--- src/rtl/mem_access.sv ---
// rtl/mem_access.sv - MEM pipeline stage: data-memory access, branch/jump resolution, MEM/WB registers
//
// Purpose:
//   Sits directly downstream of execute. Issues the data-memory request for
//   loads/stores over a req/ack handshake. Resolves branches against the BHT
//   prediction and resolves jumps. Drives the global stall (isCacheStall) and
//   the one-cycle flush (isFlush) with its fetch redirect, and registers
//   results into MEM/WB.
//
// Optional feature:
//   MEM_ALIGN_CHECK_EN - when defined, a misaligned load/store issues no
//   request, raises no stall, pulses align_err and writes wb_ctr_wb = 0.
//   When undefined, align_err is absent, dmem_addr[1:0] is forced to 2'b00
//   and the access proceeds.
//
// Ports:
//   clk, rst                   clock, synchronous active-high reset
//   alu_out, reg2_data         EX result / data address, store data
//   write_reg, ctr_m, ctr_wb   destination reg, MEM control, WB control
//   bht_token                  2-bit prediction counter ([1] = predicted taken)
//   pc, pc_branch, pc_jump,
//   pc_next                    instruction PC and candidate targets
//   icache_stall               instruction-side stall
//   dmem_req/we/addr/wdata     data request channel
//   dmem_ack, dmem_rdata       data acknowledge / load data
//   isCacheStall, isFlush      global hold, squash pulse
//   pc_redirect                fetch target, valid with isFlush
//   bht_upd_en/pc/cnt          BHT update strobe, PC, new counter
//   wb_result/write_reg/ctr_wb MEM/WB registers
//   align_err                  misalignment pulse (MEM_ALIGN_CHECK_EN only)

module mem_access #(
    parameter logic [4:0] REG_LINK = 5'd31
) (
    input  logic        clk,
    input  logic        rst,
    input  logic [31:0] alu_out,
    input  logic [31:0] reg2_data,
    input  logic [4:0]  write_reg,
    input  logic [5:0]  ctr_m,
    input  logic [1:0]  ctr_wb,
    input  logic [1:0]  bht_token,
    input  logic [31:0] pc,
    input  logic [31:0] pc_branch,
    input  logic [31:0] pc_jump,
    input  logic [31:0] pc_next,
    input  logic        icache_stall,
    output logic        dmem_req,
    output logic        dmem_we,
    output logic [31:0] dmem_addr,
    output logic [31:0] dmem_wdata,
    input  logic        dmem_ack,
    input  logic [31:0] dmem_rdata,
    output logic        isCacheStall,
    output logic        isFlush,
    output logic [31:0] pc_redirect,
    output logic        bht_upd_en,
    output logic [31:0] bht_upd_pc,
    output logic [1:0]  bht_upd_cnt,
    output logic [31:0] wb_result,
    output logic [4:0]  wb_write_reg,
    output logic [1:0]  wb_ctr_wb
`ifdef MEM_ALIGN_CHECK_EN
    ,
    output logic        align_err
`endif
);

    // Jump type encodings carried in ctr_m[5:4]
    localparam logic [1:0] JUMP_NONE = 2'b00;
    localparam logic [1:0] JUMP_J    = 2'b01;
    localparam logic [1:0] JUMP_JAL  = 2'b10;
    localparam logic [1:0] JUMP_JR   = 2'b11;

    typedef enum logic [1:0] {
        S_IDLE = 2'b00,
        S_WAIT = 2'b01,
        S_DONE = 2'b10
    } state_t;

    state_t      state_q;
    logic [31:0] cap_q;

    logic        flush_q,      flush_d;
    logic [31:0] redirect_q,   redirect_d;
    logic        bht_en_q,     bht_en_d;
    logic [31:0] bht_pc_q,     bht_pc_d;
    logic [1:0]  bht_cnt_q,    bht_cnt_d;
    logic [31:0] wb_result_q,  wb_result_d;
    logic [4:0]  wb_reg_q,     wb_reg_d;
    logic [1:0]  wb_ctr_q,     wb_ctr_d;

    // Decode
    logic        mem_op_raw;
    logic        mem_op;
    logic        misalign;
    logic        ctrl_ok;
    logic [1:0]  jtype;
    logic        is_jump;
    logic        is_jal;
    logic        is_branch;
    logic        taken;
    logic        mispredict;
    logic [1:0]  cnt_next;
    logic        access;
    logic        dstall;
    logic        stall;
    logic        advance;
    logic [31:0] load_data;

    assign mem_op_raw = ctr_m[2] | ctr_m[1];

`ifdef MEM_ALIGN_CHECK_EN
    logic align_q, align_d;
    assign misalign = mem_op_raw & (alu_out[1:0] != 2'b00);
`else
    assign misalign = 1'b0;
`endif

    // A misaligned access (when checked) is dropped entirely: no request, no stall.
    assign mem_op = mem_op_raw & ~misalign;

    // A malformed op with both memory and control bits is treated as memory only.
    assign ctrl_ok   = ~mem_op_raw;
    assign jtype     = ctr_m[5:4];
    assign is_jump   = ctrl_ok & (jtype != JUMP_NONE);
    assign is_jal    = ctrl_ok & (jtype == JUMP_JAL);
    assign is_branch = ctrl_ok & ctr_m[3];
    assign taken     = is_branch & ((alu_out == 32'd0) ^ ctr_m[0]);
    assign mispredict = is_branch & (taken != bht_token[1]);

    always_comb begin
        cnt_next = bht_token;
        if (taken) begin
            cnt_next = (bht_token == 2'b11) ? 2'b11 : bht_token + 2'd1;
        end else begin
            cnt_next = (bht_token == 2'b00) ? 2'b00 : bht_token - 2'd1;
        end
    end

    // Request is live from IDLE/WAIT only; DONE means the access already
    // completed and is waiting for the instruction side, so it is never reissued.
    assign access  = mem_op & (state_q != S_DONE) & ~rst;
    assign dstall  = access & ~dmem_ack;
    assign stall   = dstall | (icache_stall & ~rst);
    assign advance = ~stall & ~rst;

    assign isCacheStall = stall;
    assign dmem_req     = access;
    assign dmem_we      = access & ctr_m[1];
    assign dmem_addr    = access ? {alu_out[31:2], 2'b00} : 32'd0;
    assign dmem_wdata   = (access & ctr_m[1]) ? reg2_data : 32'd0;

    // The capture register only matters once the ack has come and gone.
    assign load_data = (state_q == S_DONE) ? cap_q : dmem_rdata;

    // Access FSM
    always_ff @(posedge clk) begin
        if (rst) begin
            state_q <= S_IDLE;
            cap_q   <= 32'd0;
        end else begin
            case (state_q)
                S_IDLE: begin
                    if (mem_op) begin
                        if (!dmem_ack) begin
                            state_q <= S_WAIT;
                        end else if (icache_stall) begin
                            state_q <= S_DONE;
                            cap_q   <= dmem_rdata;
                        end
                    end
                end
                S_WAIT: begin
                    if (dmem_ack) begin
                        if (icache_stall) begin
                            state_q <= S_DONE;
                            cap_q   <= dmem_rdata;
                        end else begin
                            state_q <= S_IDLE;
                        end
                    end
                end
                S_DONE: begin
                    if (!icache_stall) begin
                        state_q <= S_IDLE;
                    end
                end
                default: begin
                    state_q <= S_IDLE;
                end
            endcase
        end
    end

    // Stage results only move when the pipeline advances, so a branch held
    // by a stall produces exactly one BHT update and its flush is deferred.
    always_comb begin
        flush_d     = 1'b0;
        redirect_d  = redirect_q;
        bht_en_d    = 1'b0;
        bht_pc_d    = bht_pc_q;
        bht_cnt_d   = bht_cnt_q;
        wb_result_d = wb_result_q;
        wb_reg_d    = wb_reg_q;
        wb_ctr_d    = wb_ctr_q;
`ifdef MEM_ALIGN_CHECK_EN
        align_d     = 1'b0;
`endif
        if (advance) begin
            // The slot after a flush holds a squashed instruction.
            if ((mispredict | is_jump) && !flush_q) begin
                flush_d = 1'b1;
                if (is_jump) begin
                    redirect_d = pc_jump;
                end else begin
                    redirect_d = taken ? pc_branch : pc_next;
                end
            end

            if (is_branch) begin
                bht_en_d  = 1'b1;
                bht_pc_d  = pc;
                bht_cnt_d = cnt_next;
            end

            if (mem_op && ctr_wb[0]) begin
                wb_result_d = load_data;
            end else if (is_jal) begin
                wb_result_d = pc_next;
            end else begin
                wb_result_d = alu_out;
            end
            wb_reg_d = is_jal ? REG_LINK : write_reg;
            wb_ctr_d = misalign ? 2'b00 : ctr_wb;
`ifdef MEM_ALIGN_CHECK_EN
            align_d  = misalign;
`endif
        end
    end

    always_ff @(posedge clk) begin
        if (rst) begin
            flush_q     <= 1'b0;
            redirect_q  <= 32'd0;
            bht_en_q    <= 1'b0;
            bht_pc_q    <= 32'd0;
            bht_cnt_q   <= 2'b00;
            wb_result_q <= 32'd0;
            wb_reg_q    <= 5'd0;
            wb_ctr_q    <= 2'b00;
`ifdef MEM_ALIGN_CHECK_EN
            align_q     <= 1'b0;
`endif
        end else begin
            flush_q     <= flush_d;
            redirect_q  <= redirect_d;
            bht_en_q    <= bht_en_d;
            bht_pc_q    <= bht_pc_d;
            bht_cnt_q   <= bht_cnt_d;
            wb_result_q <= wb_result_d;
            wb_reg_q    <= wb_reg_d;
            wb_ctr_q    <= wb_ctr_d;
`ifdef MEM_ALIGN_CHECK_EN
            align_q     <= align_d;
`endif
        end
    end

    assign isFlush      = flush_q;
    assign pc_redirect  = redirect_q;
    assign bht_upd_en   = bht_en_q;
    assign bht_upd_pc   = bht_pc_q;
    assign bht_upd_cnt  = bht_cnt_q;
    assign wb_result    = wb_result_q;
    assign wb_write_reg = wb_reg_q;
    assign wb_ctr_wb    = wb_ctr_q;
`ifdef MEM_ALIGN_CHECK_EN
    assign align_err    = align_q;
`endif

endmodule

--- config.mk ---
export PLATFORM = sky130hd
export DESIGN_NAME = mem_access
export DESIGN_NICKNAME = d
export VERILOG_FILES = /design/src/rtl/mem_access.sv
export SDC_FILE = /design/constraint.sdc
export NUM_CORES = 1
export LEC_CHECK = 0
export ABC_AREA = 1
export BUFFER_PORTS_ARGS = -buffer_cell sky130_fd_sc_hd__buf_2
export CAP_MARGIN = 15
export CORE_AREA = 4 4 159 161
export DETAILED_ROUTE_END_ITERATION = 8
export DIE_AREA = 0 0 163 165
export SLEW_MARGIN = 10
export SYNTH_ARGS = -nofsm -noshare
export SYNTH_HDL_FRONTEND = slang
export SYNTH_SLANG_ARGS = --single-unit
--- constraint.sdc ---
create_clock -name clk -period 1.9 [get_ports clk]
set_input_delay 0 -clock clk [delete_from_list [all_inputs] [get_ports clk]]
set_output_delay 0 -clock clk [all_outputs]
set_load 0.02 [all_outputs]
======== Word-level counts from Yosys, hierarchy flattened ========
Cells that the tools add are included.
word-level totals
  logic and storage cells ................. 79
  bits in latches ......................... 0
  flip-flop bits (word level) ............. 141
  input bits .............................. 243
  memories kept ........................... 0
  bits in writable memories ............... 0
  ROM bits ................................ 0
cells by class
  shift operators ......................... 0
  $lt $le $gt $ge ......................... 0
  bitwise gates (word level) .............. 20
  add/sub/neg operators ................... 2
  reduce and logical (&&, ||, !) cells .... 13
  equality and inequality tests ........... 10
  multipliers ............................. 0
  mux-type cells .......................... 24
  divide/modulo/power cells ............... 0
operator list
  operator             number
  $mux 32              10
  $pmux 32 s2          1
  $logic_not 32->1     1
  $mux 2               9
  $and 1x1->1          11
  $ne 2x2->1 const B   4
  $eq 2x2->1 const B   3
  $pmux 2 s3           1
  $reduce_and 2->1     3
  $mux 5               1
  $not 1->1            5
  $logic_not 2->1      2
  $reduce_and 4->1     1
  $reduce_bool 2->1    2
  $ne 3x3->1 const B   1
  $or 1x1->1           3
  $add 2x1->2 const B  1
  $eq 2x1->1 const B   1
  $logic_and 1x1->1    2
  $mux 1               2
  $reduce_or 2->1      1
  $sub 2x1->2 const B  1
  $logic_not 1->1      1
  $ne 1x1->1           1
  $xor 1x1->1          1

======== Longest topological paths before layout ========
Gate-level depths: netlist of the first run.
  word-level depth ........................ 9
  gate-level depth with buffers ........... 16

======== Worst setup path after synthesis of the first run ========
Ideal clock, no wire load.
  kind .................................... flip-flop to flip-flop
  from .................................... reg state_q[1]
  to ...................................... reg redirect_q[12], in the netlist pc_redirect[12]
  arrival ................................. 1.741 ns
  stages on the path, launching flop included .. 14
  path buffers ............................ 2
  setup time .............................. 0.064 ns
  path slack .............................. 0.095 ns
  path through ............................ dfxtp_1 -> inv_2 -> nor2_4 -> nor3_2 -> nand2_1 -> nand2_2 -> nor2_2 -> inv_2 -> nor2_1 -> nand2_1 -> buf_4 -> buf_2 -> nor2_1 -> nor2_1
between the ends
  word-level cells in the longest chain between the ends .. 8
RTL lines
  element                            RTL line  RTL
  from (decl)                        81        state_t state_q;
  from (signal assigned)             160       state_q <= S_IDLE;
  from (signal assigned)             167       state_q <= S_WAIT;
  from (signal assigned)             169       state_q <= S_DONE;
  $ne 2x2->1                         143       assign access = mem_op & (state_q != S_DONE) & ~rst;
  $and 1x1->1 (2 in a row)           143
  via dmem_req                       48        output logic dmem_req,
  $and 1x1->1                        144       assign dstall = access & ~dmem_ack;
  $or 1x1->1                         145       assign stall = dstall | (icache_stall & ~rst);
  $not 1->1                          146       assign advance = ~stall & ~rst;
  $and 1x1->1                        146
  $reduce_and 2->1 (no source line)  -
  to (signal assigned)               257       redirect_q <= redirect_d;
  to (decl)                          85        logic [31:0] redirect_q, redirect_d;
The timed path passes the listed nets, and every way through them passes these cells.
A chain may end at the register's enable or synchronous reset.

======== Worst setup path after layout of the first run ========
  from .................................... in alu_out[24]
  to ...................................... reg redirect_q[8], in the netlist pc_redirect[8]
between the ends
  word-level cells in the longest chain between the ends .. 8
  elaborated cells on any way between the ends .. 10
  those cells by class .................... eq/ne: 1; mux: 2; bitwise: 4; reduce/logical: 3
RTL lines
  element                            RTL line  RTL
  from (decl)                        37        input logic [31:0] alu_out,
  $logic_not 32->1 *                 129       assign taken = is_branch & ((alu_out == 32'd0) ^ ctr_m[0]);
  $xor 1x1->1 *                      129
  $and 1x1->1 *                      129
  $ne 1x1->1                         130       assign mispredict = is_branch & (taken != bht_token[1]);
  $and 1x1->1                        130
  $or 1x1->1                         212       if ((mispredict | is_jump) && !flush_q) begin
  $logic_and 1x1->1                  212
  $reduce_and 2->1 (no source line)  -
Mark *: on every way between the ends. The rest lies on a longest branch, timed or not.

==> metrics.txt, run 1 <==
# TYPE chip_impl_metric gauge
chip_impl_metric{name="cts_buffer_depth",unit=""} 2
chip_impl_info{name="yosysTopAreaCell",value="sky130_fd_sc_hd__dfxtp_1"} 1
chip_impl_metric{name="leakage",unit="nW"} 6.39
chip_impl_metric{name="core",unit="µm²"} 24000
chip_impl_metric{name="worst-path-max-fanout",unit=""} 17
chip_impl_metric{name="synth-seq-cells",unit=""} 141
chip_impl_metric{name="dieArea",unit="µm²"} 26900
chip_impl_metric{name="ys_warn_count",unit=""} 0
chip_impl_metric{name="timing.reg2reg.setup_slack",unit="ns"} 0.05
chip_impl_metric{name="ys_seq_area_frac",unit=""} 0.381
chip_impl_metric{name="synth_edf_count",unit=""} 0
chip_impl_info{name="worst_hold_path.endpoint",value="wb_result[22]$_SDFFE_PP0P_"} 1
chip_impl_metric{name="wire_length_of_the_first_global_routing_pass",unit="mm"} 51.4
chip_impl_info{name="worst_r2r_startpoint",value="state_q[1]$_SDFFE_PP0P_"} 1
chip_impl_metric{name="count_of_standard_cell_rows",unit=""} 57
chip_impl_info{name="cts_tree",value="built"} 1
chip_impl_metric{name="area_growth",unit="%"} 61.8
chip_impl_info{name="crit_type",value="in2reg"} 1
chip_impl_metric{name="worst-slew-pin-transition",unit="ns"} 0.715
chip_impl_metric{name="post-place-cells",unit=""} 1921
chip_impl_metric{name="final_nets",unit=""} 1993
chip_impl_metric{name="grt_antenna_before_repair",unit=""} 14
chip_impl_metric{name="drt_wl_total",unit="mm"} 35.6
chip_impl_metric{name="yosysUniqueCellTypes",unit=""} 28
chip_impl_metric{name="drc",unit=""} 0
chip_impl_metric{name="synth_area_per_cell",unit="µm²"} 6.05
chip_impl_info{name="crit-reg2reg-capture",value="wb_result[14]$_SDFFE_PP0P_"} 1
chip_impl_info{name="post-synth-top-count-cell",value="sky130_fd_sc_hd__nor2_1"} 1
chip_impl_metric{name="timing.clock.skew",unit="ns"} 0.00984
chip_impl_metric{name="numCtsBuffers",unit=""} 17
chip_impl_metric{name="synthDominantCellAreaShare",unit=""} 0.381
chip_impl_info{name="top_flip_flop_cell_by_instance_count_after_synthesis",value="sky130_fd_sc_hd__dfxtp_1"} 1
chip_impl_metric{name="critical_path_required",unit="ns"} 2.22
chip_impl_metric{name="synthesis.instances",unit=""} 1223
chip_impl_metric{name="chipWidth",unit="µm"} 163
chip_impl_metric{name="synth-async-reset-ratio",unit=""} 0
chip_impl_metric{name="gpl.final_weighted_congestion",unit=""} 0.875
chip_impl_info{name="outcome",value="complete, no violations"} 1
chip_impl_metric{name="hold_viol",unit=""} 0
chip_impl_metric{name="clk_transition_reported_paths",unit="ns"} 0.07
chip_impl_info{name="timing.critical_path.to_type",value="flop"} 1
chip_impl_info{name="worst_setup_path_start_kind",value="input port"} 1
chip_impl_metric{name="hold-path-cell-count",unit=""} 5
chip_impl_info{name="clock_tree.root_cell",value="sky130_fd_sc_hd__clkbuf_16"} 1
chip_impl_metric{name="finalCriticalPeriod",unit="ns"} 1.85
chip_impl_info{name="hp_class",value="in2reg"} 1
chip_impl_metric{name="grt_start_max_net_pins",unit=""} 67
chip_impl_metric{name="synth_area",unit="µm²"} 7400
chip_impl_metric{name="worstRegToRegCells",unit=""} 7
chip_impl_metric{name="post_route_cells_drive_above_1_share",unit=""} 0.296
chip_impl_metric{name="finalSetupViolCount",unit=""} 0
chip_impl_metric{name="die_y",unit="µm"} 165
chip_impl_info{name="synth_common_cells",value="sky130_fd_sc_hd__nor2_1, sky130_fd_sc_hd__nand2_1, sky130_fd_sc_hd__o21ai_0, sky130_fd_sc_hd__inv_1, sky130_fd_sc_hd__dfxtp_1"} 1
chip_impl_metric{name="detailed_place_hpwl",unit="mm"} 26.5
chip_impl_info{name="yosys-top-cells-area",value="sky130_fd_sc_hd__dfxtp_1, sky130_fd_sc_hd__nor2_1, sky130_fd_sc_hd__nand2_1"} 1
chip_impl_metric{name="cellPowerDensity",unit="nW/µm²"} 712
chip_impl_metric{name="critical_path_arrival",unit="ns"} 2.17
chip_impl_metric{name="cts-htree-levels",unit=""} 4
chip_impl_metric{name="max_cap_viol_count",unit=""} 0
chip_impl_metric{name="final_min_period_over_clock_period",unit=""} 0.974
chip_impl_info{name="hold_path.startpoint",value="pc_next[22]"} 1
chip_impl_metric{name="routed-via-count",unit=""} 9709
chip_impl_metric{name="initial_utilization",unit=""} 0.309
chip_impl_metric{name="clkLatencyLatePin",unit="ns"} 0.42
chip_impl_metric{name="drt-vias-per-instance",unit=""} 4.65
chip_impl_metric{name="clock.fmax",unit="MHz"} 540
chip_impl_metric{name="vdd_ir_drop_max",unit="mV"} 0.379
chip_impl_metric{name="first_pass_iters",unit=""} 5
chip_impl_metric{name="cts.sink_count",unit=""} 141
chip_impl_metric{name="finalNonFillerCells",unit=""} 2090
chip_impl_metric{name="design_area",unit="µm²"} 12000
chip_impl_metric{name="timing.max_slew.rel_slack",unit=""} 0.524
chip_impl_metric{name="number_of_global_route_vias_before_repair",unit=""} 9291
chip_impl_metric{name="wl_per_cell",unit="µm"} 17.0
chip_impl_metric{name="fin_tns_setup",unit="ns"} 0
chip_impl_metric{name="first_iter_violations",unit=""} 497
chip_impl_metric{name="num_io_pins",unit=""} 417
chip_impl_metric{name="globalRoute.totalOverflow",unit=""} 0
chip_impl_metric{name="io_buffer_count",unit=""} 414
chip_impl_metric{name="postRouteAntennaNets",unit=""} 0
chip_impl_metric{name="timing.hold.ws",unit="ns"} 0.0126
chip_impl_metric{name="grtUsageTotal",unit=""} 0.250
chip_impl_metric{name="maxSlewViolCount",unit=""} 0
chip_impl_metric{name="placed_cell_area",unit="µm²"} 9960
==> cells in the final DEF, fill, tap and decap left out, types with 2 or more instances in the layout <==
master,synthesis,final
sky130_fd_sc_hd__nand2_2,1,3
sky130_fd_sc_hd__inv_1,152,149
sky130_fd_sc_hd__nor2_4,1,3
sky130_fd_sc_hd__nor2_1,292,281
sky130_fd_sc_hd__inv_6,0,7
sky130_fd_sc_hd__nand2_1,239,237
sky130_fd_sc_hd__dlygate4sd3_1,0,128
sky130_fd_sc_hd__a31oi_1,6,6
sky130_fd_sc_hd__diode_2,0,3
sky130_fd_sc_hd__buf_6,2,3
sky130_fd_sc_hd__inv_2,2,2
sky130_fd_sc_hd__buf_2,12,406
sky130_fd_sc_hd__clkinvlp_4,0,7
sky130_fd_sc_hd__o21ai_0,177,174
sky130_fd_sc_hd__dfxtp_1,141,140
sky130_fd_sc_hd__buf_12,0,8
sky130_fd_sc_hd__a21oi_1,61,61
sky130_fd_sc_hd__buf_4,8,42
sky130_fd_sc_hd__nand3_1,30,29
sky130_fd_sc_hd__o21ai_1,0,2
sky130_fd_sc_hd__inv_8,0,2
sky130_fd_sc_hd__nor2_2,1,10
sky130_fd_sc_hd__conb_1,1,2
sky130_fd_sc_hd__o22ai_1,17,17
sky130_fd_sc_hd__clkbuf_16,0,18
sky130_fd_sc_hd__nor3_1,11,11
==> stage by stage <==
| stage | power (W) | setup slack, ns | utilization |
|---|---|---|---|
| 2_1_floorplan | 0.00424 | 0.0951 | - |
| 3_3_place_gp | 0.00504 | 0.00644 | 0.416 |
| 3_5_place_dp | 0.00505 | 0.0476 | 0.416 |
| 4_1_cts | 0.00858 | 0.00743 | 0.493 |
| 5_1_grt | 0.00896 | -0.0327 | 0.499 |
| 6_report | 0.00853 | 0.0492 | 0.499 |
==> layout make-up <==
class	instances	area, µm²
sequential	141	2820
antenna	3	7.51
clock inverter	14	121
clock buffer	18	439
fill	2403	12000
inverter	155	592
tap	324	405
timing repair buffer	590	3890
multi-input combinational	845	3690
==> routing by layer <==
| metal | share of wire | global-route usage |
|---|---|---|
| met3 | 0.091 | 0.0881 |
| met2 | 0.48 | 0.439 |
| met5 | 0.0043 | 0 |
| met4 | 0.035 | 0.0942 |
| met1 | 0.39 | 0.278 |
==> logic make-up (layout without fill, tap and decap cells) <==
logic type / count (synthesis) / in the layout / synth area share
AOI/OAI and AO/OA: 264 / 264 / 0.184
buffers and inverters: 238 / 777 / 0.129
DFF: 141 / 141 / 0.381
other: 1 / 5 / 0.000507
and+or+nand+nor: 579 / 579 / 0.305
==> repair_timing <==
| action | CTS | global route |
|---|---|---|
| hold buffers | 128 | 0 |
| gates resized for setup | 1 | 31 |
| setup endpoints to repair | 23 | 80 |
| cloned | 0 | 1 |
| endpoints found under the hold margin | 135 | 0 |
| buffers inserted | 1 | 4 |
| pin swaps | 0 | 2 |
==> critical path: stages <==
cell,delay (ns)
sky130_fd_sc_hd__buf_2,0.13
sky130_fd_sc_hd__nor2_1,0.10
sky130_fd_sc_hd__nand2_1,0.14
sky130_fd_sc_hd__nor2_1,0.12
sky130_fd_sc_hd__nand2_1,0.10
sky130_fd_sc_hd__o21bai_2,0.22
sky130_fd_sc_hd__nand3_2,0.11
sky130_fd_sc_hd__buf_12,0.17
sky130_fd_sc_hd__buf_16,0.15
sky130_fd_sc_hd__o21ai_0,0.14
sky130_fd_sc_hd__a21oi_1,0.07
sky130_fd_sc_hd__dlygate4sd3_1,0.55
sky130_fd_sc_hd__nor2_1,0.09
sky130_fd_sc_hd__nor2_1,0.05
==> worst max-delay path by stage <==
stage	cells past startpoint	endpoint	start	slack, ns
global route	15	pc_redirect[12]$_SDFFE_PP0P_	alu_out[2]	-0.03
floorplan	13	pc_redirect[12]$_SDFFE_PP0P_	state_q[1]$_SDFFE_PP0P_	0.1
CTS	8	dmem_wdata[12]	state_q[1]$_SDFFE_PP0P_	0.007
detailed placement	13	pc_redirect[6]$_SDFFE_PP0P_	alu_out[23]	0.05
global placement	13	pc_redirect[6]$_SDFFE_PP0P_	alu_out[23]	0.006
finish	14	pc_redirect[8]$_SDFFE_PP0P_	alu_out[24]	0.05
==> where the power goes <==
group	internal (W)	switching, W	total, W
combinational	0.000839	0.00118	0.00202
sequential	0.00314	0.0000908	0.00323
clock	0.00175	0.00152	0.00328
Note: power is estimated with default switching activity, not from simulation.
==> run 2, diff against run 1 <==
--- a/config.mk
+++ b/config.mk
@@ -8,10 +8,9 @@
 export ABC_AREA = 1
 export BUFFER_PORTS_ARGS = -buffer_cell sky130_fd_sc_hd__buf_2
 export CAP_MARGIN = 15
-export CORE_AREA = 4 4 159 161
+export CORE_AREA = 4 4 158 160
 export DETAILED_ROUTE_END_ITERATION = 8
-export DIE_AREA = 0 0 163 165
-export SLEW_MARGIN = 10
+export DIE_AREA = 0 0 162 164
 export SYNTH_ARGS = -nofsm -noshare
 export SYNTH_HDL_FRONTEND = slang
 export SYNTH_SLANG_ARGS = --single-unit
==> constraint.sdc (replaced) <==
create_clock -name clk -period 2.2 [get_ports clk]
set_input_delay 0 -clock clk [delete_from_list [all_inputs] [get_ports clk]]
set_output_delay 0 -clock clk [all_outputs]
set_load 0.02 [all_outputs]
==> metrics.txt, run 2 (synthesis gave the netlist of run 1 again) <==
# TYPE chip_impl_metric gauge
chip_impl_metric{name="design_area",unit="µm²"} 11700
chip_impl_info{name="outcome",value="complete, no violations"} 1
chip_impl_metric{name="first_pass_iters",unit=""} 5
chip_impl_metric{name="clkPwrFrac",unit=""} 0.415
chip_impl_metric{name="cts_buffer_depth",unit=""} 2
chip_impl_info{name="cts_tree",value="built"} 1
chip_impl_metric{name="initial_utilization",unit=""} 0.316
chip_impl_metric{name="dieArea",unit="µm²"} 26600
chip_impl_metric{name="number_of_global_route_vias_before_repair",unit=""} 9200
chip_impl_metric{name="timing.clock.skew",unit="ns"} 0.0119
chip_impl_metric{name="finish.utilization",unit=""} 0.502
chip_impl_metric{name="crit_path_max_incr_delay",unit="ns"} 0.55
chip_impl_metric{name="design_power_total",unit="W"} 0.00764
chip_impl_metric{name="routed-via-count",unit=""} 9566
chip_impl_metric{name="timing.max_slew.rel_slack",unit=""} 0.459
chip_impl_metric{name="detailed_place_hpwl",unit="mm"} 25.5
chip_impl_metric{name="sequentialPowerShare",unit=""} 0.366
chip_impl_info{name="worst_setup_path_start_kind",value="flop"} 1
chip_impl_metric{name="worst-path-max-fanout",unit=""} 28
chip_impl_metric{name="die_y",unit="µm"} 164
chip_impl_metric{name="critical_path_required",unit="ns"} 2.56
chip_impl_metric{name="power_report.internal_total",unit="W"} 0.00532
chip_impl_metric{name="drt-vias-per-instance",unit=""} 4.64
chip_impl_metric{name="wire_length_of_the_first_global_routing_pass",unit="mm"} 50.7
chip_impl_metric{name="cellPowerDensity",unit="nW/µm²"} 650
chip_impl_metric{name="count_of_standard_cell_rows",unit=""} 56
chip_impl_info{name="hold_path.startpoint",value="pc_next[7]"} 1
chip_impl_metric{name="final_min_period_over_clock_period",unit=""} 0.945
chip_impl_info{name="crit_type",value="reg2reg"} 1
chip_impl_metric{name="placed_cell_area",unit="µm²"} 9810
chip_impl_metric{name="comb_power_share",unit=""} 0.219
chip_impl_metric{name="sw_frac_of_total",unit=""} 0.303
chip_impl_metric{name="cts-htree-levels",unit=""} 4
chip_impl_metric{name="critical_path_arrival",unit="ns"} 2.43
chip_impl_metric{name="drt_wl_total",unit="mm"} 34.5
chip_impl_metric{name="wl_per_cell",unit="µm"} 16.7
chip_impl_metric{name="globalRoute.totalOverflow",unit=""} 0
chip_impl_metric{name="max_cap_viol_count",unit=""} 0
chip_impl_metric{name="core",unit="µm²"} 23400
chip_impl_metric{name="cts.sink_count",unit=""} 141
chip_impl_info{name="most-common-layout-cells",value="sky130_fd_sc_hd__buf_2, sky130_fd_sc_hd__nor2_1, sky130_fd_sc_hd__nand2_1"} 1
chip_impl_metric{name="area_growth",unit="%"} 58.8
chip_impl_metric{name="final_nets",unit=""} 1969
chip_impl_metric{name="timing.hold.ws",unit="ns"} 0.00878
chip_impl_info{name="cp_launch_point",value="state_q[1]$_SDFFE_PP0P_"} 1
chip_impl_metric{name="maxSlewViolCount",unit=""} 0
chip_impl_metric{name="clkLatencyLatePin",unit="ns"} 0.42
chip_impl_metric{name="gpl.final_weighted_congestion",unit=""} 0.893
chip_impl_metric{name="chipWidth",unit="µm"} 162
chip_impl_metric{name="switchingPower",unit="W"} 0.00232
chip_impl_metric{name="grt_antenna_before_repair",unit=""} 7
chip_impl_metric{name="clk_transition_reported_paths",unit="ns"} 0.06
chip_impl_info{name="critical_path.cell_chain",value="inv_2, nor2_4, nor3_2, nand2_1, nand2_2, nor2_2, buf_4, nand3_1, a21oi_1, dlygate4sd3_1"} 1
chip_impl_metric{name="first_iter_violations",unit=""} 597
chip_impl_metric{name="finalSetupViolCount",unit=""} 0
chip_impl_metric{name="leakage",unit="nW"} 6.31
chip_impl_info{name="clock_tree.root_cell",value="sky130_fd_sc_hd__clkbuf_16"} 1
chip_impl_info{name="worst_r2r_startpoint",value="state_q[1]$_SDFFE_PP0P_"} 1
chip_impl_info{name="unrepaired_setup_endpoints_after_global_routing",value="true"} 1
chip_impl_info{name="layout_commonest_cell",value="sky130_fd_sc_hd__buf_2"} 1
chip_impl_metric{name="worst-slew-pin-transition",unit="ns"} 0.810
chip_impl_metric{name="postRouteAntennaNets",unit=""} 0
chip_impl_metric{name="grtUsageTotal",unit=""} 0.245
chip_impl_info{name="hp_class",value="in2reg"} 1
chip_impl_metric{name="vdd_ir_drop_max",unit="mV"} 0.329
chip_impl_metric{name="grt_start_max_net_pins",unit=""} 130
chip_impl_metric{name="num_io_pins",unit=""} 417
chip_impl_metric{name="hold_viol",unit=""} 0
chip_impl_info{name="timing.critical_path.to_type",value="flop"} 1
chip_impl_metric{name="numCtsBuffers",unit=""} 17
chip_impl_metric{name="io_buffer_count",unit=""} 414
chip_impl_info{name="cp_slowest_cell",value="sky130_fd_sc_hd__dlygate4sd3_1"} 1
chip_impl_metric{name="drc",unit=""} 0
chip_impl_metric{name="clock.fmax",unit="MHz"} 481
chip_impl_metric{name="finalCriticalPeriod",unit="ns"} 2.08
chip_impl_metric{name="post_route_cells_drive_above_1_share",unit=""} 0.283
-- run 2: cell types whose count changed in the layout (fill, tap and decap cells not counted), sizes merged --
cell,before,now
buf,461,444
bufinv,0,4
clkbuf,19,20
clkinv,1,5
clkinvlp,7,3
diode,3,2
dlygate4sd3,128,120
inv,161,157
-- run 2: layout make-up --
cell class              instances  area (µm²)
clock inverters                14         210
inverters                     155         588
diodes                          2        5.00
repair buffers                566        3630
flip-flops and latches        141        2820
well taps                     319         399
clock buffers                  18         429
multi-input cells             845        3670
fillers                      2396       11700
-- run 2: routing by layer --
layer,vias to the layer above,global-route usage,part of all wire
met1,4302,0.273,0.38
met3,50,0.0728,0.080
li1,4809,-,-
met4,10,0.0730,0.021
met5,-,0,0.0018
met2,395,0.451,0.52
-- run 2: power by group through the flow --
| stage | registers, W | logic, W | clock network (W) |
|---|---|---|---|
| after floorplan | 0.00298 | 0.000678 | 0 |
| after global placement | 0.00285 | 0.00148 | 0 |
| after detailed placement | 0.00285 | 0.00149 | 0 |
| after CTS | 0.00279 | 0.00167 | 0.00324 |
| after global routing | 0.00281 | 0.00184 | 0.00334 |
| final | 0.00279 | 0.00168 | 0.00317 |
-- run 2: repair_timing --
| action | CTS | global route |
|---|---|---|
| setup buffers | 0 | 3 |
| gates resized for setup | 0 | 4 |
| setup endpoints to repair | 0 | 5 |
| hold buffers | 120 | 0 |
| endpoints found under the hold margin | 130 | 0 |
-- run 2: worst paths after layout --
path | endpoint | slack, ns | cells past startpoint
worst max-delay path | bht_upd_cnt[0]$_SDFFE_PP0P_ | 0.12 | 10
worst min-delay path | wb_result[7]$_SDFFE_PP0P_ | 0.009 | 5
worst max register to register | bht_upd_cnt[0]$_SDFFE_PP0P_ | 0.12 | 10
worst min register to register | cap_q[26]$_SDFFE_PP0P_ | 0.46 | 2
-- run 2: worst max-delay path: cells and delay by family (launching register included) --
| family | cells | cell delay [ns] |
|---|---|---|
| DFF | 1 | 0.38 |
| buffers and inverters | 3 | 0.97 |
| and+or+nand+nor | 6 | 0.54 |
| AOI/OAI and AO/OA | 1 | 0.12 |
-- run 2: per-stage QoR --
stage                     setup TNS (ns)  instances  setup slack (ns)
final                                  0       2060             0.122
after global routing            -0.00667       2060          -0.00667
after CTS                              0       2053            0.0280
after detailed placement               0       1901             0.124
after global placement                 0       1901             0.150
after floorplan                        0       1224             0.395
